===== config.mk =====
export PLATFORM = sky130hd
export DESIGN_NAME = biriscv_fetch_buffer
export DESIGN_NICKNAME = d
export VERILOG_FILES = /design/src/rtl/biriscv_fetch_buffer.sv
export SDC_FILE = /design/constraint.sdc
export NUM_CORES = 1
export LEC_CHECK = 0
export BUFFER_PORTS_ARGS = -buffer_cell sky130_fd_sc_hd__buf_2
export CAP_MARGIN = 20
export CELL_PAD_IN_SITES_DETAIL_PLACEMENT = 1
export CELL_PAD_IN_SITES_GLOBAL_PLACEMENT = 2
export CORE_ASPECT_RATIO = 0.6
export CORE_MARGIN = 4
export CORE_UTILIZATION = 31
export CTS_BUF_LIST = sky130_fd_sc_hd__clkbuf_4 sky130_fd_sc_hd__clkbuf_8 sky130_fd_sc_hd__clkbuf_16
export DETAILED_ROUTE_END_ITERATION = 10
export PLACE_DENSITY_LB_ADDON = 0.1
export SYNTH_ARGS = -nofsm -noshare
export SYNTH_HDL_FRONTEND = slang
export SYNTH_SLANG_ARGS = --single-unit
export TNS_END_PERCENT = 1

===== constraint.sdc =====
create_clock -name clk_i -period 6.1 [get_ports clk_i]
set_input_delay 0.915 -clock clk_i [delete_from_list [all_inputs] [get_ports clk_i]]
set_output_delay 0.915 -clock clk_i [all_outputs]
set_load 0.02 [all_outputs]

===== src/rtl/biriscv_fetch_buffer.sv =====
// ----------------------------------------------------------------------------
// biriscv_fetch_buffer
//
// Instruction queue between the fetch unit and the dual-issue decoders.
// Each entry holds one 64-bit fetch packet (two instruction slots), its
// 8-byte aligned PC, fault flags and a 2-bit mask of slots not yet issued.
// The head entry is presented combinationally as up to two in-order slots.
//
// Ports
//   clk_i, rst_i            clock, synchronous active-high reset
//   fetch_valid_i           packet valid from fetch
//   fetch_instr_i[63:0]     packet ([31:0] at PC&~7, [63:32] at (PC&~7)+4)
//   fetch_pc_i[31:0]        packet PC (bit 2 set: upper slot only)
//   fetch_fault_fetch_i     bus error on this fetch
//   fetch_fault_page_i      page fault on this fetch
//   fetch_accept_o          buffer can take a packet this cycle
//   squash_i                flush everything (redirect)
//   slotN_valid_o           slot N presented
//   slotN_instr_o/_pc_o     instruction and its PC (0 when invalid)
//   slotN_fault_*_o         fault flags (only ever set on slot 0)
//   slotN_accept_i          issue consumed slot N this cycle
// ----------------------------------------------------------------------------
module biriscv_fetch_buffer #(
    parameter int DEPTH = 2
) (
    input  logic        clk_i,
    input  logic        rst_i,
    input  logic        fetch_valid_i,
    input  logic [63:0] fetch_instr_i,
    input  logic [31:0] fetch_pc_i,
    input  logic        fetch_fault_fetch_i,
    input  logic        fetch_fault_page_i,
    output logic        fetch_accept_o,
    input  logic        squash_i,
    output logic        slot0_valid_o,
    output logic [31:0] slot0_instr_o,
    output logic [31:0] slot0_pc_o,
    output logic        slot0_fault_fetch_o,
    output logic        slot0_fault_page_o,
    input  logic        slot0_accept_i,
    output logic        slot1_valid_o,
    output logic [31:0] slot1_instr_o,
    output logic [31:0] slot1_pc_o,
    output logic        slot1_fault_fetch_o,
    output logic        slot1_fault_page_o,
    input  logic        slot1_accept_i
);
    localparam int PTR_W = (DEPTH > 1) ? $clog2(DEPTH) : 1;
    localparam int CNT_W = PTR_W + 1;

    logic [63:0]      instr_reg       [DEPTH];
    logic [28:0]      pc_reg          [DEPTH];
    logic             fault_fetch_reg [DEPTH];
    logic             fault_page_reg  [DEPTH];
    logic [1:0]       mask_reg        [DEPTH];

    logic [PTR_W-1:0] rd_ptr_reg;
    logic [PTR_W-1:0] wr_ptr_reg;
    logic [CNT_W-1:0] count_reg;

    logic [1:0]       head_mask;
    logic [1:0]       head_mask_next;
    logic [1:0]       push_mask;
    logic             push;
    logic             pop;
    logic             slot0_fire;
    logic             slot1_fire;
    logic             push_fault;

    // The two low PC bits carry no information for a 32-bit instruction stream
    logic unused_pc_bits;
    assign unused_pc_bits = ^fetch_pc_i[1:0];

    // Full-only backpressure keeps the accepts off the fetch_accept_o path
    assign fetch_accept_o = (count_reg != CNT_W'(DEPTH));

    assign push       = fetch_valid_i & fetch_accept_o & ~squash_i;
    assign push_fault = fetch_fault_fetch_i | fetch_fault_page_i;

    // A fault packet exposes a single slot so the fault is reported once
    always_comb begin
        push_mask = 2'b11;
        if (fetch_pc_i[2])
            push_mask = 2'b10;
        else if (push_fault)
            push_mask = 2'b01;
    end

    assign head_mask = mask_reg[rd_ptr_reg];

    // Head presentation
    always_comb begin
        slot0_valid_o       = 1'b0;
        slot0_instr_o       = 32'd0;
        slot0_pc_o          = 32'd0;
        slot0_fault_fetch_o = 1'b0;
        slot0_fault_page_o  = 1'b0;
        slot1_valid_o       = 1'b0;
        slot1_instr_o       = 32'd0;
        slot1_pc_o          = 32'd0;
        slot1_fault_fetch_o = 1'b0;
        slot1_fault_page_o  = 1'b0;
        if (count_reg != '0) begin
            case (head_mask)
                2'b11: begin
                    slot0_valid_o = 1'b1;
                    slot0_instr_o = instr_reg[rd_ptr_reg][31:0];
                    slot0_pc_o    = {pc_reg[rd_ptr_reg], 3'b000};
                    slot1_valid_o = 1'b1;
                    slot1_instr_o = instr_reg[rd_ptr_reg][63:32];
                    slot1_pc_o    = {pc_reg[rd_ptr_reg], 3'b100};
                end
                2'b10: begin
                    slot0_valid_o = 1'b1;
                    slot0_instr_o = instr_reg[rd_ptr_reg][63:32];
                    slot0_pc_o    = {pc_reg[rd_ptr_reg], 3'b100};
                end
                2'b01: begin
                    slot0_valid_o = 1'b1;
                    slot0_instr_o = instr_reg[rd_ptr_reg][31:0];
                    slot0_pc_o    = {pc_reg[rd_ptr_reg], 3'b000};
                end
                default: ;
            endcase
            slot0_fault_fetch_o = slot0_valid_o & fault_fetch_reg[rd_ptr_reg];
            slot0_fault_page_o  = slot0_valid_o & fault_page_reg[rd_ptr_reg];
        end
    end

    // Slot 1 can only be taken together with slot 0 (in-order issue)
    assign slot0_fire = slot0_valid_o & slot0_accept_i;
    assign slot1_fire = slot0_fire & slot1_valid_o & slot1_accept_i;

    always_comb begin
        head_mask_next = head_mask;
        if (slot1_fire)
            head_mask_next = 2'b00;
        else if (slot0_fire)
            head_mask_next = (head_mask == 2'b11) ? 2'b10 : 2'b00;
    end

    assign pop = slot0_fire & (head_mask_next == 2'b00);

    // Per-entry storage
    generate
        for (genvar gi = 0; gi < DEPTH; gi++) begin : g_entry
            always_ff @(posedge clk_i) begin
                if (rst_i) begin
                    instr_reg[gi]       <= 64'd0;
                    pc_reg[gi]          <= 29'd0;
                    fault_fetch_reg[gi] <= 1'b0;
                    fault_page_reg[gi]  <= 1'b0;
                    mask_reg[gi]        <= 2'b00;
                end else if (squash_i) begin
                    mask_reg[gi]        <= 2'b00;
                end else if (push && (wr_ptr_reg == PTR_W'(gi))) begin
                    // Write slot never equals a non-empty head, so no clash
                    instr_reg[gi]       <= push_fault ? 64'd0 : fetch_instr_i;
                    pc_reg[gi]          <= fetch_pc_i[31:3];
                    fault_fetch_reg[gi] <= fetch_fault_fetch_i;
                    fault_page_reg[gi]  <= fetch_fault_page_i;
                    mask_reg[gi]        <= push_mask;
                end else if (slot0_fire && (rd_ptr_reg == PTR_W'(gi))) begin
                    mask_reg[gi]        <= head_mask_next;
                end
            end
        end
    endgenerate

    // Pointers and occupancy
    always_ff @(posedge clk_i) begin
        if (rst_i || squash_i) begin
            rd_ptr_reg <= '0;
            wr_ptr_reg <= '0;
            count_reg  <= '0;
        end else begin
            if (push)
                wr_ptr_reg <= wr_ptr_reg + 1'b1;
            if (pop)
                rd_ptr_reg <= rd_ptr_reg + 1'b1;
            case ({push, pop})
                2'b10:   count_reg <= count_reg + 1'b1;
                2'b01:   count_reg <= count_reg - 1'b1;
                default: count_reg <= count_reg;
            endcase
        end
    end

endmodule


==> results of run 1 <==
[logic make-up (layout without fill, tap and decap cells)]
| kind of cell | count (synthesis) | in the layout | share of synthesized area |
|---|---|---|---|
| adders and majority gates | 1 | 1 | 0.00134 |
| AOI/OAI and AO/OA | 49 | 49 | 0.0319 |
| other | 1 | 7 | 0.000402 |
| muxes | 97 | 97 | 0.104 |
| and+or+nand+nor | 315 | 315 | 0.182 |
| xor gates and xnor gates | 3 | 3 | 0.00282 |
| buffers and inverters | 76 | 278 | 0.0422 |
| DFF | 199 | 199 | 0.635 |
[through the flow]
| step | area [µm²] | power, mW |
|---|---|---|
| 2_1_floorplan | 9350 | 1.72 |
| 3_3_place_gp | 10700 | 1.79 |
| 3_5_place_dp | 10800 | 1.80 |
| 4_1_cts | 11400 | 2.94 |
| 5_1_grt | 11400 | 3.01 |
| 6_report | 11400 | 2.90 |
[cells in the mapped netlist]
cell type / count / share of area
conb_1: 1 / 0.00040
nand2_1: 4 / 0.0016
nor2_1: 104 / 0.042
clkbuf_1: 33 / 0.013
buf_6: 6 / 0.0072
or3_1: 3 / 0.0020
buf_4: 9 / 0.0072
nand3_1: 2 / 0.0011
a31oi_1: 2 / 0.0013
xnor2_1: 2 / 0.0019
o21ai_1: 2 / 0.0011
inv_2: 1 / 0.00040
nor2b_1: 1 / 0.00067
edfxtp_1: 194 / 0.62
nand3b_1: 2 / 0.0016
o21ai_0: 5 / 0.0027
and4_1: 1 / 0.00094
nor4_1: 1 / 0.00067
or2_2: 2 / 0.0013
a211o_1: 1 / 0.00094
o21bai_1: 2 / 0.0016
and3_1: 128 / 0.086
mux2i_1: 97 / 0.10
a21oi_1: 4 / 0.0021
dfxtp_1: 5 / 0.011
buf_2: 24 / 0.013
inv_1: 3 / 0.0012
nor3_1: 1 / 0.00054
o22ai_1: 33 / 0.022
nand2b_1: 2 / 0.0013
ha_1: 1 / 0.0013
nor2_2: 1 / 0.00067
and2_1: 62 / 0.042
xor2_1: 1 / 0.00094
nand4_1: 1 / 0.00067
[area by class of cell]
cell class / count / area [µm²]
diodes: 1 / 2.50
inverters: 4 / 15.0
multi-input cells: 471 / 3070
fillers: 3216 / 17800
clock buffers: 17 / 425
repair buffers: 242 / 1280
clock inverters: 15 / 153
flip-flops and latches: 199 / 5930
well taps: 400 / 500
[path summary, 6_finish.rpt]
check                                  from                              to  slack (ns)
hold / removal    count_reg[1]$_SDFFE_PP0P_       count_reg[1]$_SDFFE_PP0P_        0.54
setup reg to reg  count_reg[0]$_SDFFE_PP0P_  instr_reg[1][54]$_SDFFCE_PN0P_        3.44
hold reg to reg   count_reg[1]$_SDFFE_PP0P_       count_reg[1]$_SDFFE_PP0P_        0.54
setup / recovery                       flop               slot1_instr_o[28]        1.90
[per-layer routing]
metal	vias up	global-route usage
met3	32	0.0400
li1	3084	-
met5	-	0
met1	3335	0.210
met4	6	0.0509
met2	122	0.275
[power by group]
group,switching (mW),internal [mW]
Clock,0.528,0.605
Sequential,0.0191,1.56
Combinational,0.122,0.0611
Total,0.669,2.23
[cell usage in the layout (no fill, tap or decap), drive strengths merged, types with 2 or more instances in the layout]
cell,count
a21oi,4
a31oi,2
and2,62
and3,128
buf,242
bufinv,2
clkbuf,17
clkinv,6
clkinvlp,4
conb,6
dfxtp,5
edfxtp,194
inv,7
mux2i,97
nand2,4
nand2b,2
nand3,2
nand3b,2
nor2,105
o21ai,7
o21bai,2
o22ai,33
or2,2
or3,3
xnor2,2
[critical path: stages, from the launching register on]
cell,delay (ns)
dfxtp_4,0.84
mux2i_1,0.48
or3_2,0.74
buf_4,0.47
nor2_1,0.11
buf_2,0.17
==> summary.md, run 1 <==
| Metric | Value |
|---|---|
| # setup viols final | `0` |
| Port Buffers | `230` |
| Vias | `6579` |
| Synth Area per Inst | `12.6 µm²` |
| Ys Warns | `0` |
| Setup bufs post-CTS | `0` |
| CP Launch Type | `flop` |
| CTS resizes | `0` |
| Routed WL per cell | `20.2 µm` |
| Clock insertion delay at the later pin of the skew report | `0.45 ns` |
| Total grt overflow | `0` |
| Max Slew Vio Count | `0` |
| Pre-CTS WS | `2.28 ns` |
| Rows | `48` |
| Least-Margin Pin Slew | `1.10 ns` |
| F_max | `0.238 GHz` |
| Outcome | `completed` |
| Die ar. | `33000 µm²` |
| TritonRoute pass-1 iters | `4` |
| Setup_tns | `0 ns` |
| Cts bufs inserted | `17` |
| Hold depth | `2` |
| First-pass GRT wire length | `41300 µm` |
| Minimum clock period | `4.20 ns` |
| Met1 Wirelength | `12300 µm` |
| Synth Register Bits | `199` |
| Maximum fanout along the worst path | `42` |
| Max Cap Viol | `0` |
| Critical path class | `flop to output pin` |
| Global Route Usage Sum | `0.163` |
| Met2 wire length | `13300 µm` |
| Clk_skew | `0.0117 ns` |
| Hold Worst Slack | `0.540 ns` |
| H-tree depth | `4` |
| Largest net degree at the start of global routing | `131` |
| Final ANT Viol Nets | `0` |
| Final nets | `1040` |
| CORE AREA | `29200 µm²` |
| Rel. slew slack | `0.264` |
| Yosys cell types | `35` |
| Layout cells sized above 1 | `0.299` |
| Crit path arrival time | `3.29 ns` |
| Initial DRC count | `280` |
| DP HPWL | `17500 µm` |
| Worst Reg-to-Reg Cells | `4` |
| Area Overhead vs Synth | `21.9%` |
| Starting density of the core | `0.320` |
| Antenna violations before repair | `4` |
| Vias per cell | `4.88` |
| DRT Wirelength | `27200 µm` |
| Die width | `232 µm` |
| CTS root buf | `clkbuf_16` |
| Post-synthesis sequential area ratio | `0.635` |
| Boundary pin count | `239` |
| P_leak | `4.87 nW` |
| Layout Cells excl Fill | `1349` |
| RSZ-0062 raised after global routing | `no` |
| Routability congestion estimate | `0.752` |
| Setup crit end kind | `output pin` |
| Synthesized cell area | `9330 µm²` |
| Clock-pin slew on the worst setup and hold paths | `0.08 ns` |
| HP Class | `flop to flop` |
| Post-synthesis cell count | `741` |
| Clk sinks | `199` |
| Critical path required time | `5.18 ns` |
| Worst setup margin | `1.90 ns` |
| CTS tree | `done` |
| Peak VDD IR | `0.179 mV` |
| Hold buffers post-CTS | `0` |
| Final Hold Viols | `0` |
| Final core utilization | `0.390` |
| Pwr dens | `255 nW/µm²` |
| # DRC | `0` |
| Final cycle utilization of the critical path | `0.689` |
| Largest register FFs | `128` |
| Cell Count Post-Placement | `1315` |
| Die height | `142 µm` |
| Vias in the first global route | `7016` |
| Clk buf depth | `2` |
| Met3 routed WL | `1120 µm` |
| Max Used Layer | `met5` |
No activity file was read; power rests on OpenSTA's default activity.
==> inputs of run 2 (changes only) <==
Settings changed: CORE_UTILIZATION 31 to 35.
Clock period 6.1 ns to 4.31 ns, I/O delays scaled along.
==> summary.md, run 2 (synthesized netlist as in run 1, its figures left out) <==
| Metric | Value |
|---|---|
| Outcome | `completed` |
| Pre-CTS WS | `1.48 ns` |
| Layout Cells excl Fill | `1301` |
| Boundary pin count | `239` |
| F_max | `0.309 GHz` |
| Maximum fanout along the worst path | `32` |
| Setup bufs post-CTS | `0` |
| # setup viols final | `0` |
| Setup crit end kind | `output pin` |
| Final Hold Viols | `0` |
| Initial DRC count | `354` |
| Critical path class | `flop to output pin` |
| Crit path arrival time | `2.59 ns` |
| Hold buffers post-CTS | `0` |
| Port Buffers | `230` |
| Clock-pin slew on the worst setup and hold paths | `0.07 ns` |
| Max Slew Vio Count | `0` |
| DP HPWL | `17300 µm` |
| Antenna diode count | `0` |
| Clk sinks | `199` |
| Final cycle utilization of the critical path | `0.751` |
| # DRC | `0` |
| Peak VDD IR | `0.206 mV` |
| P_leak | `4.86 nW` |
| Global Route Usage Sum | `0.181` |
| CORE AREA | `25700 µm²` |
| Pwr dens | `356 nW/µm²` |
| Placed Instance Area | `10700 µm²` |
| R2R Setup Slk | `1.84 ns` |
| CTS resizes | `0` |
| TritonRoute pass-1 iters | `4` |
| Minimum clock period | `3.24 ns` |
| Critical path required time | `3.66 ns` |
| Antenna violations before repair | `4` |
| Starting density of the core | `0.363` |
| Max Cap Viol | `0` |
| Hold Worst Slack | `0.498 ns` |
| Most common cell after layout, fill and taps aside | `buf_2` |
| Rel. slew slack | `0.344` |
| Die ar. | `29400 µm²` |
| Largest register FFs | `128` |
| R2r startpoint | `count_reg[0]$_SDFFE_PP0P_` |
| Worst Reg-to-Reg Cells | `4` |
| Die width | `219 µm` |
| DRT Wirelength | `26800 µm` |
| Final core utilization | `0.438` |
| Least-Margin Pin Slew | `0.984 ns` |
| Final nets | `1041` |
| Die height | `134 µm` |
| RSZ-0062 raised after global routing | `no` |
| R2R Path End | `instr_reg[1][53]$_SDFFCE_PN0P_` |
| Worst setup margin | `1.07 ns` |
| Cts bufs inserted | `17` |
| Largest net degree at the start of global routing | `99` |
| Routability congestion estimate | `0.779` |
| First-pass GRT wire length | `40700 µm` |
| Pwr Total | `4.01 mW` |
| Clock insertion delay at the later pin of the skew report | `0.43 ns` |
| H-tree depth | `4` |
| Vias per cell | `5.09` |
| Vias in the first global route | `7057` |
| Worst Setup EP | `slot1_pc_o[21]` |
| CP Launch Type | `flop` |
| Clk_skew | `0.00580 ns` |
| CTS tree | `done` |
| Fill cell count | `2768` |
| Rows | `45` |
| Finished Cell Area | `11300 µm²` |
| Vias | `6626` |
| HP Class | `input pin to flop` |
| CTS root buf | `clkbuf_16` |
| Layout cells sized above 1 | `0.298` |
| Most frequent cells in the layout | `230 x buf_2, 194 x edfxtp_1, 128 x and3_1` |
| Final ANT Viol Nets | `0` |
| Total grt overflow | `0` |
| Cell Count Post-Placement | `1269` |
| Setup_tns | `0 ns` |
| Routed WL per cell | `20.6 µm` |
| Clk buf depth | `2` |
| CP Launch Point | `mask_reg[1][0]$_SDFFCE_PN0P_` |
| Area Overhead vs Synth | `20.8%` |
-- run 2: changes by cell type in the layout (fill, tap and decap cells not counted), moves of 2 or more --
| cell | change |
|---|---|
| clkbuf_4 | +5 |
| buf_12 | +2 |
| buf_16 | -2 |
| clkinvlp_4 | -2 |
| clkinv_4 | -2 |
| clkinv_2 | +2 |
-- run 2: how the worst min path moves through the flow --
stage	startpoint	end	slack (ns)	cells past startpoint
finish	fetch_pc_i[31]	pc_reg[1][28]$_SDFFCE_PN0P_	0.50	2
global route	fetch_pc_i[30]	pc_reg[0][27]$_SDFFCE_PN0P_	0.47	2
CTS	fetch_pc_i[31]	pc_reg[1][28]$_SDFFCE_PN0P_	0.47	2
detailed placement	count_reg[1]$_SDFFE_PP0P_	count_reg[1]$_SDFFE_PP0P_	0.53	2
global placement	count_reg[1]$_SDFFE_PP0P_	count_reg[1]$_SDFFE_PP0P_	0.50	2
floorplan	count_reg[1]$_SDFFE_PP0P_	count_reg[1]$_SDFFE_PP0P_	0.48	2
-- run 2: cell type report --
class,count,area [µm²],share of cell area
Sequential cell,199,5930,0.526
Clock buffer,22,463,0.0411
Timing Repair Buffer,243,1270,0.113
Inverter,4,15.0,0.00133
Clock inverter,10,80.1,0.00710
Multi-Input combinational cell,471,3070,0.272
Tap cell,352,440,0.0391
-- run 2: critical path, stage by stage, from the launching register on --
cell	delay [ns]
edfxtp_1	0.42
mux2i_1	0.33
or3_2	0.77
buf_4	0.37
nor2_1	0.09
buf_2	0.16
-- run 2: report_power, final --
| part | switching, mW | leakage (nW) | internal [mW] | total [mW] |
|---|---|---|---|---|
| clock network | 0.691 | 0.268 | 0.821 | 1.51 |
| registers | 0.0266 | 2.08 | 2.21 | 2.24 |
| logic | 0.171 | 2.51 | 0.0838 | 0.255 |
-- run 2: routing by layer --
layer	global-route usage	wire [µm]	vias up
li1	-	-	3084
met4	0.0382	200	8
met3	0.0481	1300	22
met1	0.238	11900	3391
met5	0	50	-
met2	0.304	13400	121
==> inputs of run 3 (changes only) <==
Settings changed: ABC_AREA set to 1, CORE_UTILIZATION 35 to 30.
Clock period 4.31 ns to 2.85 ns, I/O delays scaled along.
==> summary.md, run 3 <==
| Metric | Value |
|---|---|
| R2R Setup Slk | `0.80 ns` |
| Max Cap Viol | `0` |
| Fill cell count | `3573` |
| Vias per cell | `4.64` |
| CTS root buf | `clkbuf_16` |
| Outcome | `completed` |
| Area of the multi-input gates | `2750 µm²` |
| Final ANT Viol Nets | `0` |
| Critical path required time | `2.42 ns` |
| CORE AREA | `31200 µm²` |
| Vias | `7062` |
| Clk_skew | `0.00898 ns` |
| Most common cell after layout, fill and taps aside | `buf_2` |
| Post-synth top flop | `edfxtp_1` |
| First-pass GRT wire length | `43700 µm` |
| Clk buf depth | `2` |
| Pwr Total | `6.29 mW` |
| Die width | `237 µm` |
| DRT Wirelength | `28000 µm` |
| Pwr dens | `541 nW/µm²` |
| Worst Reg-to-Reg Cells | `13` |
| Ys Warns | `0` |
| Port Buffers | `230` |
| Layout cells sized above 1 | `0.274` |
| Total grt overflow | `0` |
| Least-Margin Pin Slew | `0.689 ns` |
| Die height | `146 µm` |
| Finished Cell Area | `11600 µm²` |
| Max Slew Vio Count | `0` |
| Synthesized cell area | `9470 µm²` |
| Post-synth EDFFs | `194` |
| Crit-path max cell delay | `0.51 ns` |
| Vias in the first global route | `7348` |
| Critical path class | `flop to output pin` |
| Die ar. | `34600 µm²` |
| Hold path endpoint | `pc_reg[0][21]$_SDFFCE_PN0P_` |
| Synth Register Bits | `199` |
| Final nets | `1195` |
| Initial DRC count | `392` |
| FFs w/ async S/R, synth | `0` |
| CP max stage cell | `buf_4` |
| Most frequent cells in the layout | `230 x buf_2, 222 x nor2_1, 194 x edfxtp_1` |
| TritonRoute pass-1 iters | `4` |
| Clk sinks | `199` |
| Final core utilization | `0.373` |
| Boundary pin count | `239` |
| P_leak | `4.91 nW` |
| Synth Area per Inst | `10.7 µm²` |
| RSZ-0062 raised after global routing | `no` |
| Starting density of the core | `0.304` |
| Reg area | `5930 µm²` |
| Maximum fanout along the worst path | `37` |
| Rows | `50` |
| Setup_tns | `0 ns` |
| # setup viols final | `0` |
| Clock-pin slew on the worst setup and hold paths | `0.07 ns` |
| Area Overhead vs Synth | `22.7%` |
| Cell taking the most area after synthesis | `edfxtp_1` |
| Routed WL per cell | `18.4 µm` |
| Yosys top cell area share | `0.615` |
| Final Hold Viols | `0` |
| Post-synth top cells | `225 x nor2_1, 194 x edfxtp_1, 128 x nor3_1` |
| Minimum clock period | `2.67 ns` |
| # DRC | `0` |
| Hold depth | `3` |
| F_max | `0.374 GHz` |
| Clock insertion delay at the later pin of the skew report | `0.45 ns` |
| Post-synthesis cell count | `888` |
| CP top delay family | `buffers and inverters` |
| HP Class | `input pin to flop` |
| Setup bufs post-CTS | `0` |
| Setup crit end kind | `output pin` |
| Placed Instance Area | `11000 µm²` |
| Most frequent cell after synthesis | `nor2_1` |
| DP HPWL | `18000 µm` |
| Worst hold path startpoint | `fetch_pc_i[24]` |
| Rel. slew slack | `0.541` |
| CTS tree | `done` |
| Global Route Usage Sum | `0.164` |
| Post-synthesis sequential area ratio | `0.626` |
| Final cycle utilization of the critical path | `0.937` |
| Routability congestion estimate | `0.704` |
| Peak VDD IR | `0.325 mV` |
| CP Launch Type | `flop` |
| CP bufs+invs | `2` |
| CP cell instances | `buf_4 -> nor2_1 -> o32ai_1 -> buf_2` |
| R2R Path End | `count_reg[1]$_SDFFE_PP0P_` |
| Ranking of synthesized cells by area | `edfxtp_1 62%, nor2_1 8.9%, nor3_1 6.8%, mux2i_1 6.4%, inv_1 4.2%` |
| Worst setup margin | `0.179 ns` |
| Largest register FFs | `128` |
| Antenna violations before repair | `1` |
| H-tree depth | `4` |
| Largest net degree at the start of global routing | `68` |
| Cts bufs inserted | `17` |
| Yosys cell types | `28` |
| Pre-CTS WS | `0.437 ns` |
| Crit path arrival time | `2.24 ns` |
## run 3: changes by cell type after synthesis, moves of 9 or more
cell      before  now
o22ai_1       33    0
and3_1       128    0
o32ai_1        0   32
and2_1        62    0
clkbuf_1      33   24
nor2_1       104  225
inv_1          3  107
nand2_1        4   26
nor3_1         1  128
mux2i_1       97   61
## run 3: layout make-up
cell class	instances	share of cell area
antenna	2	0.000431
sequential	199	0.510
inverter	112	0.0368
timing repair buffer	248	0.121
clock buffer	20	0.0385
tap	416	0.0448
multi-input combinational	512	0.237
clock inverter	12	0.0110
## run 3: layer usage
metal,wire length (µm),up-vias,share of wire,track usage
met5,0,-,0,0
li1,-,3421,-,-
met1,13400,3496,0.48,0.232
met4,396,0,0.014,0.0426
met3,1260,26,0.045,0.0339
met2,13000,119,0.46,0.259
## run 3: tightest hold or removal path, cell delays in order
cell and delay [ns]:
buf_2 0.07, inv_1 0.04, nor2_1 0.09
## run 3: how the worst max path moves through the flow
stage                     slack [ns]                      endpoint  cells past startpoint
final                           0.18             slot0_instr_o[22]                      4
after global routing           0.006             slot1_instr_o[21]                     11
after CTS                       0.08             slot1_instr_o[26]                     11
after detailed placement        0.44             slot0_instr_o[22]                      8
after global placement          0.44             slot0_instr_o[22]                      8
after floorplan                -0.47  fault_fetch_reg[0]$_DFFE_PP_                      6
## run 3: what timing repair did
action | in CTS | in global routing
endpoints found under the setup margin | 7 | 3
cloned | 0 | 0
resized for setup | 1 | 3
hold buffers | 0 | 0
## run 3: metrics by stage
step                      instances  hold WS [ns]
after global placement         1487         0.485
final                          1521         0.286
after CTS                      1519         0.260
after floorplan                 893         0.470
after global routing           1520         0.278
after detailed placement       1487         0.506
## run 3: logic make-up (layout without fill, tap and decap cells)
logic type                 after synthesis  after routing  share of synthesized area
muxes                                   61             61                     0.0645
DFF                                    199            199                      0.626
and+or+nand+nor                        399            399                      0.182
AOI/OAI and AO/OA                       45             45                     0.0371
other                                    1              8                   0.000396
buffers and inverters                  182            392                     0.0892
adders and majority gates                1              1                    0.00132
## run 3: report_power, final
part	leakage, nW	switching [mW]	internal, mW	total, mW
combinational	2.56	0.327	0.144	0.471
clock	0.280	1.11	1.32	2.43
sequential	2.07	0.0361	3.35	3.39
